===== config.mk =====
export PLATFORM = sky130hd
export DESIGN_NAME = sevenseg_scan
export DESIGN_NICKNAME = d
export VERILOG_FILES = /design/src/rtl/sevenseg_pkg.sv /design/src/rtl/sevenseg_decoder.sv /design/src/rtl/sevenseg_scan.sv
export SDC_FILE = /design/constraint.sdc
export NUM_CORES = 1
export LEC_CHECK = 0
export BUFFER_PORTS_ARGS = -buffer_cell sky130_fd_sc_hd__buf_2
export CAP_MARGIN = 15
export CORE_AREA = 2 2 78 117
export DETAILED_ROUTE_END_ITERATION = 16
export DIE_AREA = 0 0 80 119
export GPL_ROUTABILITY_DRIVEN = 0
export HOLD_SLACK_MARGIN = 0.1
export SLEW_MARGIN = 30
export SYNTH_ARGS = -nofsm -noshare
export SYNTH_HDL_FRONTEND = slang
export SYNTH_SLANG_ARGS = --single-unit

===== constraint.sdc =====
create_clock -name clk -period 2.6 [get_ports clk]
set_clock_uncertainty 0.05 [all_clocks]
set_input_delay 0.13 -clock clk [delete_from_list [all_inputs] [get_ports clk]]
set_output_delay 0.13 -clock clk [all_outputs]
set_load 0.02 [all_outputs]

===== src/rtl/sevenseg_pkg.sv =====
// =============================================================================
// sevenseg_pkg : shared segment constants and hex-to-segment table.  Rev 1.0
// =============================================================================
`default_nettype none

package sevenseg_pkg;

  localparam int SEG_W = 7;

  // Bit order of every segment vector, MSB first: {g,f,e,d,c,b,a}.
  typedef struct packed {
    logic g;
    logic f;
    logic e;
    logic d;
    logic c;
    logic b;
    logic a;
  } seg_bits_t;

  typedef logic [SEG_W-1:0] seg_t;

  localparam seg_t SEG_BLANK   = 7'b0;
  localparam int   MIN_CLK_DIV = 2;

  function automatic seg_t hex_to_seg(input logic [3:0] nib);
    seg_t seg;
    case (nib)
      4'h0:    seg = 7'h3F;
      4'h1:    seg = 7'h06;
      4'h2:    seg = 7'h5B;
      4'h3:    seg = 7'h4F;
      4'h4:    seg = 7'h66;
      4'h5:    seg = 7'h6D;
      4'h6:    seg = 7'h7D;
      4'h7:    seg = 7'h07;
      4'h8:    seg = 7'h7F;
      4'h9:    seg = 7'h6F;
      4'hA:    seg = 7'h77;
      4'hB:    seg = 7'h7C;
      4'hC:    seg = 7'h39;
      4'hD:    seg = 7'h5E;
      4'hE:    seg = 7'h79;
      default: seg = 7'h71;
    endcase
    return seg;
  endfunction

endpackage

`default_nettype wire


===== src/rtl/sevenseg_decoder.sv =====
// =============================================================================
// sevenseg_decoder : combinational hex decoder with ripple-blanking in/out.  Rev 1.0
// =============================================================================
`default_nettype none

module sevenseg_decoder
  import sevenseg_pkg::*;
(
  input  logic [3:0]       data,
  input  logic             rbi,
  output logic [SEG_W-1:0] segments,
  output logic             rbo
);

  always_comb begin
    segments = hex_to_seg(data);
    rbo      = 1'b0;
    if (rbi && (data == 4'h0)) begin
      segments = SEG_BLANK;
      rbo      = 1'b1;
    end
  end

endmodule

`default_nettype wire


===== src/rtl/sevenseg_scan.sv =====
// =============================================================================
// sevenseg_scan : multiplexed 7-segment scanner, double-buffered, zero blanking.
// Optional SEVENSEG_BLANK_GAP_EN inserts a one-cycle dark gap per digit.  Rev 1.0
// =============================================================================
`default_nettype none

module sevenseg_scan
  import sevenseg_pkg::*;
#(
  parameter int DIGITS  = 4,
  parameter int CLK_DIV = 4096
) (
  input  logic                  clk,
  input  logic                  rst_n,
  input  logic [4*DIGITS-1:0]   value,
  input  logic                  load,
  input  logic                  blank_en,
  output logic [SEG_W-1:0]      segments,
  output logic [DIGITS-1:0]     digit_en,
  output logic                  frame_done
);

  localparam int DIV_N = (CLK_DIV < MIN_CLK_DIV) ? MIN_CLK_DIV : CLK_DIV;
  localparam int DIV_W = $clog2(DIV_N);
  localparam int IDX_W = $clog2(DIGITS);
  localparam logic [DIV_W-1:0] DIV_LAST = DIV_W'(DIV_N - 1);
  localparam logic [IDX_W-1:0] IDX_MSD  = IDX_W'(DIGITS - 1);

  logic [DIV_W-1:0]    div_q, div_d;
  logic [IDX_W-1:0]    idx_q, idx_d;
  logic [4*DIGITS-1:0] shadow_q, shadow_d;
  logic [4*DIGITS-1:0] pending_q, pending_d;
  logic                pend_valid_q, pend_valid_d;
  logic                blank_frame_q, blank_frame_d;
  logic                rbo_q, rbo_d;
  logic [SEG_W-1:0]    segments_q, segments_d;
  logic [DIGITS-1:0]   digit_en_q, digit_en_d;
  logic                frame_done_q, frame_done_d;

  logic                tick;
  logic                frame_end;
  logic                msd_start;
  logic [3:0]          nib;
  logic                dec_rbi;
  logic                dec_rbo;
  logic [SEG_W-1:0]    dec_seg;

  assign tick      = (div_q == DIV_LAST);
  assign frame_end = tick && (idx_q == '0);
  assign msd_start = (idx_q == IDX_MSD) && (div_q == '0);
  assign nib       = shadow_q[{idx_q, 2'b00} +: 4];

  // The MSD uses blank_en live in its first cycle, then the value latched then.
  always_comb begin
    if (idx_q == IDX_MSD) begin
      dec_rbi = msd_start ? blank_en : blank_frame_q;
    end else if (idx_q == '0) begin
      dec_rbi = 1'b0;
    end else begin
      dec_rbi = rbo_q;
    end
  end

  sevenseg_decoder u_dec (
    .data     (nib),
    .rbi      (dec_rbi),
    .segments (dec_seg),
    .rbo      (dec_rbo)
  );

  always_comb begin
    div_d         = tick ? '0 : div_q + 1'b1;
    idx_d         = idx_q;
    if (tick) begin
      idx_d = (idx_q == '0) ? IDX_MSD : idx_q - 1'b1;
    end
    rbo_d         = tick ? dec_rbo : rbo_q;
    blank_frame_d = msd_start ? blank_en : blank_frame_q;

    pending_d     = load ? value : pending_q;
    pend_valid_d  = load | pend_valid_q;
    shadow_d      = shadow_q;
    // A load landing on the frame-end tick bypasses the pending stage.
    if (frame_end) begin
      if (load) begin
        shadow_d = value;
      end else if (pend_valid_q) begin
        shadow_d = pending_q;
      end
      pend_valid_d = 1'b0;
    end

    frame_done_d  = frame_end;
    digit_en_d    = DIGITS'(1) << idx_q;
    segments_d    = dec_seg;
`ifdef SEVENSEG_BLANK_GAP_EN
    if (div_q == '0) begin
      digit_en_d = '0;
      segments_d = SEG_BLANK;
    end
`endif
  end

  always_ff @(posedge clk or negedge rst_n) begin
    if (!rst_n) begin
      div_q         <= '0;
      idx_q         <= IDX_MSD;
      shadow_q      <= '0;
      pending_q     <= '0;
      pend_valid_q  <= 1'b0;
      blank_frame_q <= 1'b0;
      rbo_q         <= 1'b0;
      segments_q    <= SEG_BLANK;
      digit_en_q    <= '0;
      frame_done_q  <= 1'b0;
    end else begin
      div_q         <= div_d;
      idx_q         <= idx_d;
      shadow_q      <= shadow_d;
      pending_q     <= pending_d;
      pend_valid_q  <= pend_valid_d;
      blank_frame_q <= blank_frame_d;
      rbo_q         <= rbo_d;
      segments_q    <= segments_d;
      digit_en_q    <= digit_en_d;
      frame_done_q  <= frame_done_d;
    end
  end

  assign segments   = segments_q;
  assign digit_en   = digit_en_q;
  assign frame_done = frame_done_q;

endmodule

`default_nettype wire

# Yosys cells after proc, flatten, opt, wreduce, memory -nomap -nowiden
# Memories as Yosys holds them, arrays and structs flattened.
# Cells that the tools add are included.
# totals
mem_count	1
rom_bits	112
in_bits	20
regBits	61
elab_cells	36
output_inout_bits	12
# mem_list
memory	words	word_bits	read_ports	rd_ports_with_merged_regs	write_ports	line	text
(no name shown)	16	7	1	0	0	sevenseg_pkg.sv:28	case (nib)
# op_classes
n_shift	2
bitwise	1
reduce_logical	8
n_addsub	2
eq_ne	2
mux	10
# op_table
operator	n
$mux 16	2
$shiftx 16x5->4	1
$add 12x1->12 const B	1
$eq 12x12->1 const B	1
$logic_not 12->1	1
$mux 12	1
$mux 7	1
$mux 1	5
$logic_not 4->1	1
$shl 1x2->4 const A	1
$logic_and 1x1->1	3
$eq 2x2->1 const B	1
$logic_not 2->1	1
$mux 2	1
$reduce_and 2->1	1
$reduce_bool 2->1	1
$sub 2x1->2 const B	1
$or 1x1->1	1

# Depth between registers and ports, before layout
# Gate-level depths: netlist of run 1.
# logic_depth
ltp_word	6
ltp_mapped	9
depth_no_buf	7

# Hierarchy
# From an unflattened synthesis of run 1, not the netlist that was laid out.
# unflattened
hier_cells	213
hier_area_um2	2847.7
# modules_own_cells
module	instances	area_per_inst_um2	cells_per_inst	seq_area_each_um2
sevenseg_scan	1	2551.2	171	1529.0
sevenseg_decoder	1	296.5	42	0.0

# Worst setup path before layout of run 1
# Ideal clock, no wire load.
# synth_path
path_kind	reg2reg
start	register idx_q[1]
end	register rbo_q
setup_ns	0.064
n_path_buf	2
required_time_ns	2.486
path_slack_ns	-0.052
stages_incl_launch_ff	10
period_less_slack_ns	2.652
arrival_time_ns	2.537
cell_sequence	dfstp_2 clkbuf_1 buf_1 mux4_2 inv_1 ha_1 inv_1 a2111o_1 a31oi_4 mux2_4
# synth_between
elab_chain_cells	6
word_cells_on_any_way	10
classes_between	1 x eq/ne; 1 x shift; 4 x mux; 4 x reduce/logical
# synth_rtl
item	line	text
start, declared	sevenseg_scan.sv:30	logic [IDX_W-1:0] idx_q, idx_d;
start signal, assigned	sevenseg_scan.sv:118	idx_q <= idx_d;
branches (longest 4 deep; another with $shiftx 16x5->4)	-	
$logic_and 1x1->1 (*)	sevenseg_decoder.sv:18	if (rbi && (data == 4'h0)) begin
$mux 1 (*)	sevenseg_decoder.sv:18	
end signal, assigned	sevenseg_scan.sv:123	rbo_q <= rbo_d;
end, declared	sevenseg_scan.sv:35	logic rbo_q, rbo_d;
# Mark *: on every way between the ends.
# A chain may end at the register's enable or synchronous reset.

# Worst setup path in the final report of run 1
# layout_path
start	register idx_q[0]
end	register rbo_q
# Same word-level chain as after synthesis.

==> flow_summary.yaml, run 1 <==
run_status:
  status: "finished, final reports clean"
cts:
  cts.clk_slew.worst_paths_ns: 0.05
  cts_setup_buffers: 0
  cts_buffers: 9
  worstSkewPairLatency_ns: 0.33
  cts-root-buf: "clkbuf_16"
  h-tree-depth: 3
  cts_tree: "yes"
  clk_path_buf_depth: 2
  cts.sinks: 61
power_and_ir_drop:
  power_mw: 2.26
  p_per_area_nw_per_um2: 612
  leakage_nw: 1.63
  peakVddDrop_uv: 367
synthesis:
  synth_compound_area_share_pct: 6.90
  synth_cell_types: 49
  synth_top_family_by_area: "multiplexers"
  syn_area_per_cell_um2: 12.7
  ys.flop_type: "dfrtp_1"
  seq_area_frac_synth_pct: 53.0
  synthCells: 227
  syn_nets: 259
  muxShareOfSynthArea_pct: 18.4
  synth_fa_ha_area_share_pct: 5.21
  synth_xor_area_share_pct: 2.73
  synth-warning-count: 0
  synthSimpleGateAreaFrac_pct: 11.1
  synth_edf_count: 0
  ys_ff_latch: 61
  async_flop_share_pct: 100
  netlist_area_um2: 2880
timing:
  min_period_over_period_pct: 95.5
  setup_viol: 0
  drv_slew: 0
  hold_violations: 0
  tightest_slew_ns: 0.754
  finalCriticalPeriod_ns: 2.48
  setup_tns_ns: 0
  max_clock_freq_ghz: 0.403
  maxSlewHeadroom_pct: 49.7
  rsz0062_at_grt: "false"
grt:
  grt_pass1_wl_um: 9360
  grt_pass1_vias: 1929
  grt_usage_pct: 13.2
  grt_max_degree: 62
  antenna_found_initial: 0
  grt_remaining_overflow: 0
floorplan:
  die_area_um2: 9520
  num_io_pins: 32
  die_h_um: 119
  rows: 42
  die_x_um: 80
  initial_core_util_pct: 33.5
  core_um2: 8620
routing:
  ant_nets: 0
  drt_pass1_iterations: 4
  wl_per_cell_um: 14.0
  wirelength_um: 5610
  drc: 0
  vias: 1916
  vias_per_cell: 4.78
  drt_iter0_drc: 98
worst_setup_path:
  critical_path_arrival_ns: 2.70
  crit_type: "reg -> reg"
  worst_setup_path_end_kind: "flop"
  slowest_stage: "dfstp_2"
  cp_max_fo: 8
  rr_startpoint: "idx_q[0]$_DFFE_PN1N_"
  cp-startpoint: "idx_q[0]$_DFFE_PN1N_"
  crit_top_cell: "inv_1"
  ff2ff_setup_slack_ns: 0.12
  max_stage_delay_ns: 0.60
  start_kind: "flop"
  required_ns: 2.82
  crit_path_cell_trace: "mux4_2 > inv_1 > ha_1 > inv_1 > a2111o_1 > a31oi_4 > mux2_4"
final_layout:
  seqCellArea_um2: 1530
  final_cell_mix: "dfrtp_1 (59), mux2_2 (35), buf_2 (31), dlygate4sd3_1 (18), nor2_1 (16)"
  area_growth_pct: 28.2
  final_common_cell: "dfrtp_1"
  nFillCells: 836
  nNetsFinal: 320
  drive_gt1_share_pct: 35.7
  multi_input_area_um2: 1280
  num_antenna_cells: 0
min_path:
  hp-class: "in -> reg"
  worstHoldStart: "blank_en"
placed_design:
  port_buffers: 31
  dp_hpwl_um: 3980
flow_run:
  drv_cap: 0
power by group:
| part | internal (mW) | leakage (nW) | switching (mW) |
|---|---|---|---|
| combinational | 0.0522 | 0.735 | 0.0430 |
| clock | 0.807 | 0.148 | 0.376 |
| sequential | 0.976 | 0.747 | 0.00548 |
registers in the layout, indices dropped and copies added (netlist names):
register and flops:
rbo_q 1, shadow_q 16, digit_en 4, pending_q 16, frame_done 1, blank_frame_q 1
idx_q 2, segments 7, div_q 12, pend_valid_q 1
what timing repair did:
action	4_1_cts	5_1_grt
hold endpoints to repair	76	0
hold buffers	18	0
gates resized for setup	0	1
endpoints found under the setup margin	0	2
metal layers:
layer	wire length (um)	share of wire, %	up-vias	track usage, %
li1	-	-	930	-
met5	0	0	-	0
met4	187	3.3	0	8.58
met3	211	3.8	10	3.71
met2	2860	51	35	21.0
met1	2340	42	941	15.1
logic make-up (layout without fill, tap and decap cells):
logic type               after synthesis  after routing
buffers and inverters                 19             83
adder cells (fa/ha/maj)               12             12
XOR/XNOR                               9              9
flip-flops                            61             61
multiplexers                          43             43
AO/OA/AOI/OAI                         26             26
AND/OR/NAND/NOR                       57             57
critical path: cells and delay by family, from the launching register on:
kind,cells,cell delay (ns)
buffers and inverters,2,0.14
multiplexers,2,0.79
AO/OA/AOI/OAI,2,0.66
flip-flops,1,0.60
adder cells (fa/ha/maj),1,0.18
cell usage after synthesis (3+ instances only):
cell | n | area [um^2]
a211oi_1 | 4 | 30.0
a21oi_1 | 5 | 25.0
buf_2 | 3 | 15.0
clkbuf_1 | 3 | 11.3
dfrtp_1 | 59 | 1480
ha_1 | 12 | 150
inv_1 | 10 | 37.5
mux2_2 | 35 | 394
mux2i_1 | 3 | 30.0
mux4_2 | 4 | 90.1
nand2_1 | 8 | 30.0
nand2b_1 | 3 | 18.8
nand3_1 | 6 | 30.0
nor2_1 | 16 | 60.1
nor2b_1 | 4 | 25.0
nor3_1 | 3 | 15.0
xnor2_1 | 7 | 61.3
worst paths after layout:
kind,to,cells past startpoint
max,rbo_q$_DFFE_PN0N_,7
min,blank_frame_q$_DFF_PN0_,4
max reg2reg,rbo_q$_DFFE_PN0N_,7
min reg2reg,pending_q[10]$_DFFE_PN0P_,1
max in group asynchronous,pending_q[15]$_DFFE_PN0P_,3
min in group asynchronous,div_q[9]$_DFF_PN0_,3
cell type report:
cell class	count	share of cell area [%]
Timing Repair Buffer	59	11.1
Inverter	10	1.02
Multi-Input combinational cell	147	34.7
Sequential cell	61	41.4
Clock inverter	1	0.812
Clock buffer	13	7.31
Tap cell	110	3.72
through the flow:
step | instance area (um^2) | setup slack [ns] | util [%] | cells | hold slack, ns
6_report | 3700 | 0.117 | 42.9 | 401 | 0.154
2_1_floorplan | 2890 | 0.0393 | - | 227 | -0.216
5_1_grt | 3700 | 0.0118 | 42.9 | 401 | 0.159
3_3_place_gp | 3210 | 0.147 | 37.3 | 369 | 0.279
4_1_cts | 3690 | 0.0959 | 42.8 | 401 | 0.144
3_5_place_dp | 3210 | 0.106 | 37.3 | 369 | 0.290
Note: power is estimated with default switching activity, not from simulation.
==> inputs of run 2 (changes only) <==
clock period = 2.8 ns   (was 2.6 ns; I/O delays follow)
==> flow_summary.yaml, run 2 (synthesis results as in run 1) <==
worst_setup_path:
  path_delay_family: "multiplexers"
  worst_setup_path_end_kind: "flop"
  required_ns: 3.01
  critical_path_arrival_ns: 2.74
  path_buf_inv: 2
  start_kind: "flop"
  max_stage_delay_ns: 0.59
  crit_path_cell_trace: "mux4_2 > inv_1 > ha_1 > inv_1 > a2111o_1 > a31oi_4 > mux2_4"
  cp_max_fo: 8
  slowest_stage: "dfstp_2"
  crit_type: "reg -> reg"
  crit_top_cell: "inv_1"
floorplan:
  core_um2: 8620
  die_x_um: 80
  initial_core_util_pct: 33.5
  num_io_pins: 32
  rows: 42
  die_area_um2: 9520
  die_h_um: 119
power_and_ir_drop:
  p_clk_share_pct: 52.3
  switching_share_pct: 18.7
  p_comb_share_pct: 4.2
  leakage_nw: 1.61
  seqPwrFrac_pct: 43.5
  p_switching_uw: 391
  p_per_area_nw_per_um2: 572
  peakVddDrop_uv: 447
  internal_power_mw: 1.70
flow_run:
  drv_cap: 0
final_layout:
  area_growth_pct: 26.9
  reg.largest.list: "pending_q x16, shadow_q x16, div_q x12"
  final_common_cell: "dfrtp_1"
  drive_gt1_share_pct: 34.8
  nFillCells: 839
  nNetsFinal: 316
  finish.utilization_pct: 42.5
  num_antenna_cells: 0
  layout.cells.non_filler: 397
  final_cell_mix: "dfrtp_1 (59), mux2_2 (35), buf_2 (30), dlygate4sd3_1 (17), nor2_1 (16)"
timing:
  setup_viol: 0
  hold_violations: 0
  rsz0062_at_grt: "false"
  maxSlewHeadroom_pct: 66.1
  tightest_slew_ns: 0.509
  max_clock_freq_ghz: 0.395
  min_period_over_period_pct: 90.4
  finalCriticalPeriod_ns: 2.53
  drv_slew: 0
  setup_tns_ns: 0
cts:
  worstSkewPairLatency_ns: 0.32
  post_cts_resized: 0
  cts.sinks: 61
  cts_tree: "yes"
  clk_path_buf_depth: 2
  cts.clk_slew.worst_paths_ns: 0.05
  h-tree-depth: 3
  cts_buffers: 9
  cts-root-buf: "clkbuf_16"
grt:
  grt_remaining_overflow: 0
  grt_max_degree: 42
  antenna_found_initial: 0
  grt_use_met3_pct: 4.32
  grt_usage_pct: 12.8
  top_usage_layer: "met2"
  grt_pass1_vias: 1962
  grt_pass1_wl_um: 9350
  use_met1_pct: 15.5
  grt.met2_usage_pct: 20.6
routing:
  wirelength_um: 5420
  ant_nets: 0
  drt_iter0_drc: 62
  vias: 1906
  wl_per_cell_um: 13.7
  vias_per_cell: 4.80
  drc: 0
  drt_pass1_iterations: 4
run_status:
  status: "finished, final reports clean"
placed_design:
  dp_hpwl_um: 3860
  port_buffers: 31
  dp_cells: 366
min_path:
  hp-class: "in -> reg"
[run 2: tightest hold or removal path, cell delays in order]
cell and delay, ns:
buf_2 0.10, inv_1 0.07, or4_4 0.14, nand2_1 0.05
[run 2: through the flow]
step / power [mW] / instance area [um^2] / hold WS [ns] / setup WS, ns
after global placement: 0.996 / 3190 / 0.270 / 0.322
after CTS: 2.12 / 3660 / 0.176 / 0.247
final: 2.10 / 3660 / 0.174 / 0.270
after detailed placement: 0.998 / 3190 / 0.276 / 0.254
after global routing: 2.18 / 3660 / 0.206 / 0.138
after floorplan: 0.956 / 2880 / -0.206 / 0.148
[run 2: path summary, 6_finish.rpt]
| check | endpoint | from | depth (start not counted) | slack (ns) |
|---|---|---|---|---|
| min reg2reg | pend_valid_q$_DFF_PN0_ | pend_valid_q$_DFF_PN0_ | 2 | 0.44 |
| min | blank_frame_q$_DFF_PN0_ | blank_en | 4 | 0.17 |
| max | rbo_q$_DFFE_PN0N_ | idx_q[0]$_DFFE_PN1N_ | 7 | 0.27 |
| max reg2reg | rbo_q$_DFFE_PN0N_ | idx_q[0]$_DFFE_PN1N_ | 7 | 0.27 |
| max in group asynchronous | pending_q[12]$_DFFE_PN0P_ | rst_n | 3 | 1.84 |
| min in group asynchronous | div_q[9]$_DFF_PN0_ | rst_n | 2 | 0.29 |
[run 2: routing by layer]
metal  wire length [um]  up-vias
met5                  0        -
met4                120        0
met3                189        9
met2               2730       28
met1               2380      944
li1                   -      925
[run 2: layout make-up]
class | count | area (um^2) | share of cell area (%)
clock inverter | 1 | 30.0 | 0.820
inverter | 10 | 37.5 | 1.03
multi-input combinational | 147 | 1280 | 34.9
sequential | 61 | 1530 | 41.8
clock buffer | 13 | 270 | 7.38
timing repair buffer | 55 | 380 | 10.4
tap | 110 | 138 | 3.76
[run 2: power groups by stage]
stage	Sequential, mW	Clock (mW)	Combinational [mW]
2_1_floorplan	0.924	0	0.0320
3_3_place_gp	0.925	0	0.0706
3_5_place_dp	0.926	0	0.0721
4_1_cts	0.911	1.12	0.0899
5_1_grt	0.912	1.17	0.0993
6_report	0.912	1.10	0.0881
[run 2: timing repair]
action	4_1_cts	5_1_grt
setup endpoints to repair	0	0
hold buffers	17	0
hold endpoints to repair	53	0
setup buffers	0	0
